<file path="config.mk">
export PLATFORM = sky130hd
export DESIGN_NAME = intr_sequencer
export DESIGN_NICKNAME = d
export VERILOG_FILES = /design/src/rtl/intr_sequencer_pkg.sv /design/src/rtl/intr_sequencer.sv
export SDC_FILE = /design/constraint.sdc
export NUM_CORES = 1
export LEC_CHECK = 0
export ABC_AREA = 0
export CORE_MARGIN = 1.5
export CORE_UTILIZATION = 50
export DETAILED_ROUTE_END_ITERATION = 8
export DONT_BUFFER_PORTS = 1
export SYNTH_ARGS = -nofsm -noshare
export SYNTH_HDL_FRONTEND = slang
export SYNTH_SLANG_ARGS = --single-unit
</file>
<file path="constraint.sdc">
create_clock -name clk -period 2.3 [get_ports clk]
set_clock_uncertainty 0.15 [all_clocks]
set_input_delay 0.575 -clock clk [delete_from_list [all_inputs] [get_ports clk]]
set_output_delay 0.575 -clock clk [all_outputs]
set_load 0.05 [all_outputs]
</file>
<file path="src/rtl/intr_sequencer_pkg.sv">
// Shared definitions for the interrupt entry sequencer.
// Holds the 3-bit state encoding, default datapath width, default vector
// address and reset values for the capture registers.
// Optional feature macro: INTR_CCR_SAVE_EN (adds the PUSH_CCR state).
package intr_sequencer_pkg;

  localparam int unsigned DataWDefault   = 8;
  localparam logic [7:0]  VecAddrDefault = 8'h01;

  typedef enum logic [2:0] {
    StIdle    = 3'd0,
    StDrain   = 3'd1,
    StPushPc  = 3'd2,
    StVecReq  = 3'd4,
    StVecWait = 3'd5,
`ifdef INTR_CCR_SAVE_EN
    StLoadPc  = 3'd6,
    StPushCcr = 3'd3
`else
    StLoadPc  = 3'd6
`endif
  } state_e;

  localparam state_e StateRst  = StIdle;
  localparam logic   InIsrRst  = 1'b0;
  localparam logic   FlagRst   = 1'b0;

endpackage

</file>
<file path="src/rtl/intr_sequencer.sv">
// Interrupt entry sequencer.
// Turns a pending external interrupt into a hardware entry sequence: stall and
// flush fetch, wait for the pipeline to drain, push the return PC at M[SP]
// (decrementing SP), read the ISR address from M[VEC_ADDR], load it into the
// PC and pulse intr_clear. Tracks ISR residency until RTI retires.
//
// Ports:
//   clk, rst              clock, asynchronous active-low reset
//   intr_flag             pending interrupt from the ports block
//   intr_clear            one-cycle clear back to the ports block
//   pc_cur, sp_in         return address and stack pointer sources
//   pipe_empty            pipeline has no pending side effects
//   rti_retire            RTI retired this cycle
//   mem_rdata             data-memory read data (1-cycle latency)
//   stall_fetch, flush_if fetch control
//   mem_req/we/addr/wdata data-memory port ownership and request
//   sp_dec, pc_load       one-cycle SP decrement / PC load pulses
//   pc_load_val           ISR start address
//   in_isr                ISR currently executing
//   ccr_in, ccr_restore   only with INTR_CCR_SAVE_EN: flags to save / restore pulse
//
// Macro INTR_CCR_SAVE_EN: also pushes {4'b0, ccr_in} at M[SP-1] after the PC.
// All outputs decode registered state only; no input-to-output path.
module intr_sequencer
  import intr_sequencer_pkg::*;
#(
  parameter int unsigned         DATA_W   = DataWDefault,
  parameter logic [DATA_W-1:0]   VEC_ADDR = DATA_W'(VecAddrDefault)
) (
  input  logic              clk,
  input  logic              rst,
  input  logic              intr_flag,
  output logic              intr_clear,
  input  logic [DATA_W-1:0] pc_cur,
  input  logic [DATA_W-1:0] sp_in,
  input  logic              pipe_empty,
  input  logic              rti_retire,
  input  logic [DATA_W-1:0] mem_rdata,
`ifdef INTR_CCR_SAVE_EN
  input  logic [3:0]        ccr_in,
  output logic              ccr_restore,
`endif
  output logic              stall_fetch,
  output logic              flush_if,
  output logic              mem_req,
  output logic              mem_we,
  output logic [DATA_W-1:0] mem_addr,
  output logic [DATA_W-1:0] mem_wdata,
  output logic              sp_dec,
  output logic              pc_load,
  output logic [DATA_W-1:0] pc_load_val,
  output logic              in_isr
);

  state_e            state_q, state_d;
  logic [DATA_W-1:0] ret_pc_q, ret_pc_d;
  logic [DATA_W-1:0] sp_cap_q, sp_cap_d;
  logic [DATA_W-1:0] vec_reg_q, vec_reg_d;
  logic              in_isr_q, in_isr_d;
  // High only during the first DRAIN cycle so flush_if stays a Moore output.
  logic              drain_first_q, drain_first_d;
`ifdef INTR_CCR_SAVE_EN
  logic [3:0]        ccr_cap_q, ccr_cap_d;
  logic              ccr_restore_q, ccr_restore_d;
`endif

  always_ff @(posedge clk or negedge rst) begin
    if (!rst) begin
      state_q       <= StateRst;
      ret_pc_q      <= '0;
      sp_cap_q      <= '0;
      vec_reg_q     <= '0;
      in_isr_q      <= InIsrRst;
      drain_first_q <= FlagRst;
`ifdef INTR_CCR_SAVE_EN
      ccr_cap_q     <= '0;
      ccr_restore_q <= FlagRst;
`endif
    end else begin
      state_q       <= state_d;
      ret_pc_q      <= ret_pc_d;
      sp_cap_q      <= sp_cap_d;
      vec_reg_q     <= vec_reg_d;
      in_isr_q      <= in_isr_d;
      drain_first_q <= drain_first_d;
`ifdef INTR_CCR_SAVE_EN
      ccr_cap_q     <= ccr_cap_d;
      ccr_restore_q <= ccr_restore_d;
`endif
    end
  end

  // Next-state and capture logic.
  always_comb begin
    state_d       = state_q;
    ret_pc_d      = ret_pc_q;
    sp_cap_d      = sp_cap_q;
    vec_reg_d     = vec_reg_q;
    in_isr_d      = in_isr_q;
    drain_first_d = 1'b0;
`ifdef INTR_CCR_SAVE_EN
    ccr_cap_d     = ccr_cap_q;
    ccr_restore_d = rti_retire && in_isr_q;
`endif

    unique case (state_q)
      StIdle: begin
        // Registered in_isr gates entry: an RTI retiring this cycle only
        // lets the pending flag in on the following cycle.
        if (intr_flag && !in_isr_q) begin
          state_d       = StDrain;
          ret_pc_d      = pc_cur;
          drain_first_d = 1'b1;
        end
      end
      StDrain: begin
        if (pipe_empty) begin
          state_d  = StPushPc;
          sp_cap_d = sp_in;
`ifdef INTR_CCR_SAVE_EN
          ccr_cap_d = ccr_in;
`endif
        end
      end
      StPushPc: begin
`ifdef INTR_CCR_SAVE_EN
        state_d = StPushCcr;
`else
        state_d = StVecReq;
`endif
      end
`ifdef INTR_CCR_SAVE_EN
      StPushCcr: state_d = StVecReq;
`endif
      StVecReq:  state_d = StVecWait;
      StVecWait: begin
        vec_reg_d = mem_rdata;
        state_d   = StLoadPc;
      end
      StLoadPc:  state_d = StIdle;
      default:   state_d = StIdle;
    endcase

    if (rti_retire && in_isr_q) begin
      in_isr_d = 1'b0;
    end
    if (state_q == StLoadPc) begin
      in_isr_d = 1'b1;
    end
  end

  // Moore output decode.
  always_comb begin
    stall_fetch = 1'b0;
    flush_if    = 1'b0;
    mem_req     = 1'b0;
    mem_we      = 1'b0;
    mem_addr    = '0;
    mem_wdata   = '0;
    sp_dec      = 1'b0;
    pc_load     = 1'b0;
    pc_load_val = '0;
    intr_clear  = 1'b0;

    unique case (state_q)
      StIdle: ;
      StDrain: begin
        stall_fetch = 1'b1;
        flush_if    = drain_first_q;
      end
      StPushPc: begin
        stall_fetch = 1'b1;
        mem_req     = 1'b1;
        mem_we      = 1'b1;
        mem_addr    = sp_cap_q;
        mem_wdata   = ret_pc_q;
        sp_dec      = 1'b1;
      end
`ifdef INTR_CCR_SAVE_EN
      StPushCcr: begin
        stall_fetch = 1'b1;
        mem_req     = 1'b1;
        mem_we      = 1'b1;
        mem_addr    = sp_cap_q - DATA_W'(1);
        mem_wdata   = DATA_W'(ccr_cap_q);
        sp_dec      = 1'b1;
      end
`endif
      StVecReq: begin
        stall_fetch = 1'b1;
        mem_req     = 1'b1;
        mem_addr    = VEC_ADDR;
      end
      StVecWait: stall_fetch = 1'b1;
      StLoadPc: begin
        pc_load     = 1'b1;
        pc_load_val = vec_reg_q;
        intr_clear  = 1'b1;
      end
      default: ;
    endcase
  end

  assign in_isr = in_isr_q;
`ifdef INTR_CCR_SAVE_EN
  assign ccr_restore = ccr_restore_q;
`endif

endmodule
</file>
==> impl_metrics.env <==
export IMPL_status="completed"
export IMPL_vias=986
export IMPL_synth_top_cell_area_share=0.5370
export IMPL_drtIter0Drc=24
export IMPL_maxCapViolCount=0
export IMPL_dieWidth_um=54.99
export IMPL_crit_chain="nor2_2 -> buf_6 -> and3_1 -> buf_12"
export IMPL_rsz0062_at_grt="false"
export IMPL_crit_family="flip-flops"
export IMPL_gr_total_overflow=0
export IMPL_fp_dieArea_sq_mm=0.003023
export IMPL_nFillCells=153
export IMPL_post_dp_hpwl_um=2174
export IMPL_clock_sinks=29
export IMPL_fmax_ghz=0.4520
export IMPL_synthToLayoutAreaGrowth_pct=52.31
export IMPL_initial_core_util=0.5357
export IMPL_synth_distinct_cells=23
export IMPL_start_kind="flip-flop"
export IMPL_fin_crit_sh=0.9619
export IMPL_r2r_setup_slack_ns=0.36
export IMPL_powerDensity_mw_per_mm2=1453
export IMPL_cts_buffers=5
export IMPL_htreeDepth=2
export IMPL_grt_pass1_vias=1019
export IMPL_grt_max_degree=30
export IMPL_clock_latency_ns=0.32
export IMPL_ios=61
export IMPL_clkTransAtPathRegs_ns=0.09
export IMPL_ys_seq_elements=29
export IMPL_setup_ws_ns=0.08772
export IMPL_synth_nets=135
export IMPL_max_slew_worst_pin_slew_ns=0.5997
export IMPL_rows=18
export IMPL_hold_path_class="in2reg"
export IMPL_synth_ff_type="dfrtp_1"
export IMPL_finalSetupViolations=0
export IMPL_crit_type="reg2out"
export IMPL_seq_area_frac_synth=0.5370
export IMPL_synth_largest_area_cell="dfrtp_1"
export IMPL_leakagePower_nw=0.9257
export IMPL_cts_tree="yes"
export IMPL_wl_per_cell_um=17.27
export IMPL_critical_path_required_ns=1.57
export IMPL_num_antenna_cells=0
export IMPL_antenna_found_initial=0
export IMPL_utilization=0.8160
export IMPL_core_area_sq_mm=0.002522
export IMPL_ant_nets=0
export IMPL_synthTopCellsByArea="dfrtp_1 (54%), mux2_2 (20%), and3_1 (6.9%)"
export IMPL_avgSynthCellArea_sq_um=12.75
export IMPL_crit_fanout=13
export IMPL_vdd_drop_max_mv=0.9698
export IMPL_period_minus_slack_ns=2.212
export IMPL_drt_vias_per_instance=5.539
export IMPL_gp_congestion=0.7769
export IMPL_drt_pass1_iterations=5
export IMPL_critPathBufInv=2
export IMPL_slew_violations=0
export IMPL_total_power_w=0.002991
export IMPL_fin_hold_ws_ns=0.1879
export IMPL_cp_slowest_cell="dfrtp_2"
export IMPL_clock_path_buffers=2
export IMPL_async_reset_ff_frac=1.000
export IMPL_mostFrequentLayoutCell="dfrtp_1"
export IMPL_fin_nets=177
export IMPL_synth_warnings=0
export IMPL_syn_inst=106
export IMPL_wirelength_um=3074
export IMPL_drc_errors=0
export IMPL_die_h_um=54.99
export IMPL_max_slew_margin=0.5972
export IMPL_grt_total_usage=0.2231
export IMPL_clockRootBuffer="clkbuf_4"
export IMPL_arrival_ns=1.49
export IMPL_drive_above_1_share=0.5405
export IMPL_crit_path_end_kind="primary output"
export IMPL_grt_pass1_wl_um=4547
export IMPL_place_port_buffers=0
export IMPL_post_place_ws_ns=0.3499
export IMPL_slowest_delay_ns=0.46
export IMPL_synth_cell_area_sq_mm=0.001351
export IMPL_synth_edf_count=0
export IMPL_finalHoldViolCount=0
export IMPL_final_cell_mix="dfrtp_1 (28), buf_12 (25), mux2_2 (24)"
## Yosys cell counts (all sizes together) (2+ instances only)
cell type / number
and3: 15
xnor2: 2
nor2: 5
nand3b: 2
clkbuf: 3
buf: 4
nor3b: 2
mux2: 24
dfrtp: 29
nand2b: 3
and2: 9
## final timing paths
check | end | from | depth (start not counted)
worst min-delay path | in_isr$_DFFE_PN0P_ | rti_retire | 1
max in group asynchronous | state_q[0]$_DFFE_PN0P_ | rst | 2
worst min register to register | sp_cap_q[6]$_DFFE_PN0P_ | sp_cap_q[6]$_DFFE_PN0P_ | 1
min in group asynchronous | vec_reg_q[2]$_DFFE_PN0N_ | rst | 2
worst max register to register | ret_pc_q[2]$_DFFE_PN0P_ | state_q[1]$_DFFE_PN0P_ | 4
worst max-delay path | mem_wdata[5] | state_q[0]$_DFFE_PN0P_ | 4
## through the flow
stage	cell area, sq um	setup TNS [ns]	std cells
detailed placement	1931	0	165
CTS	2021	0	174
global placement	1931	0	165
global route	2058	0	178
floorplan	1365	-0.1580	106
finish	2058	0	178
## repair_timing
item                       CTS  global route
pin swaps                    0             1
hold buffers                 2             0
setup buffers                0             3
gates cloned                 0             1
setup endpoints to repair   17            23
hold endpoints to repair    29             0
resized for setup            2             3
## flip-flops by register name, summed over array words and instances, names as in the netlist
| register | cells |
|---|---|
| drain_first_q | 1 |
| ret_pc_q | 8 |
| sp_cap_q | 8 |
| vec_reg_q | 8 |
| in_isr | 1 |
| state_q | 3 |
## layer usage
layer,global-route usage,up-vias,share of wire
li1,-,451,-
met1,0.2509,491,0.38
met2,0.3611,42,0.52
met3,0.09409,2,0.10
met4,0.1138,0,0.0055
met5,0,-,0
## report_power, final
part           internal, W  switching (W)
clock network     0.000144       0.000173
registers         0.000767       0.000141
logic             0.000815       0.000952
## area by class of cell
class | count | area [sq um] | share of cell area
flip-flops and latches | 29 | 726.9 | 0.3532
well taps | 30 | 37.54 | 0.01824
inverters | 1 | 3.754 | 0.001824
multi-input cells | 70 | 604.3 | 0.2936
repair buffers | 41 | 630.6 | 0.3064
clock buffers | 7 | 55.05 | 0.02675
## kinds of logic after synthesis
| family | Yosys count | share of synthesized area |
|---|---|---|
| AND/OR/NAND/NOR | 39 | 0.1981 |
| AO/OA/AOI/OAI | 4 | 0.01759 |
| XOR/XNOR | 2 | 0.01297 |
| flip-flops | 29 | 0.5370 |
| multiplexers | 24 | 0.2000 |
| buffers and inverters | 8 | 0.03425 |
Note: power is estimated with default switching activity, not from simulation.
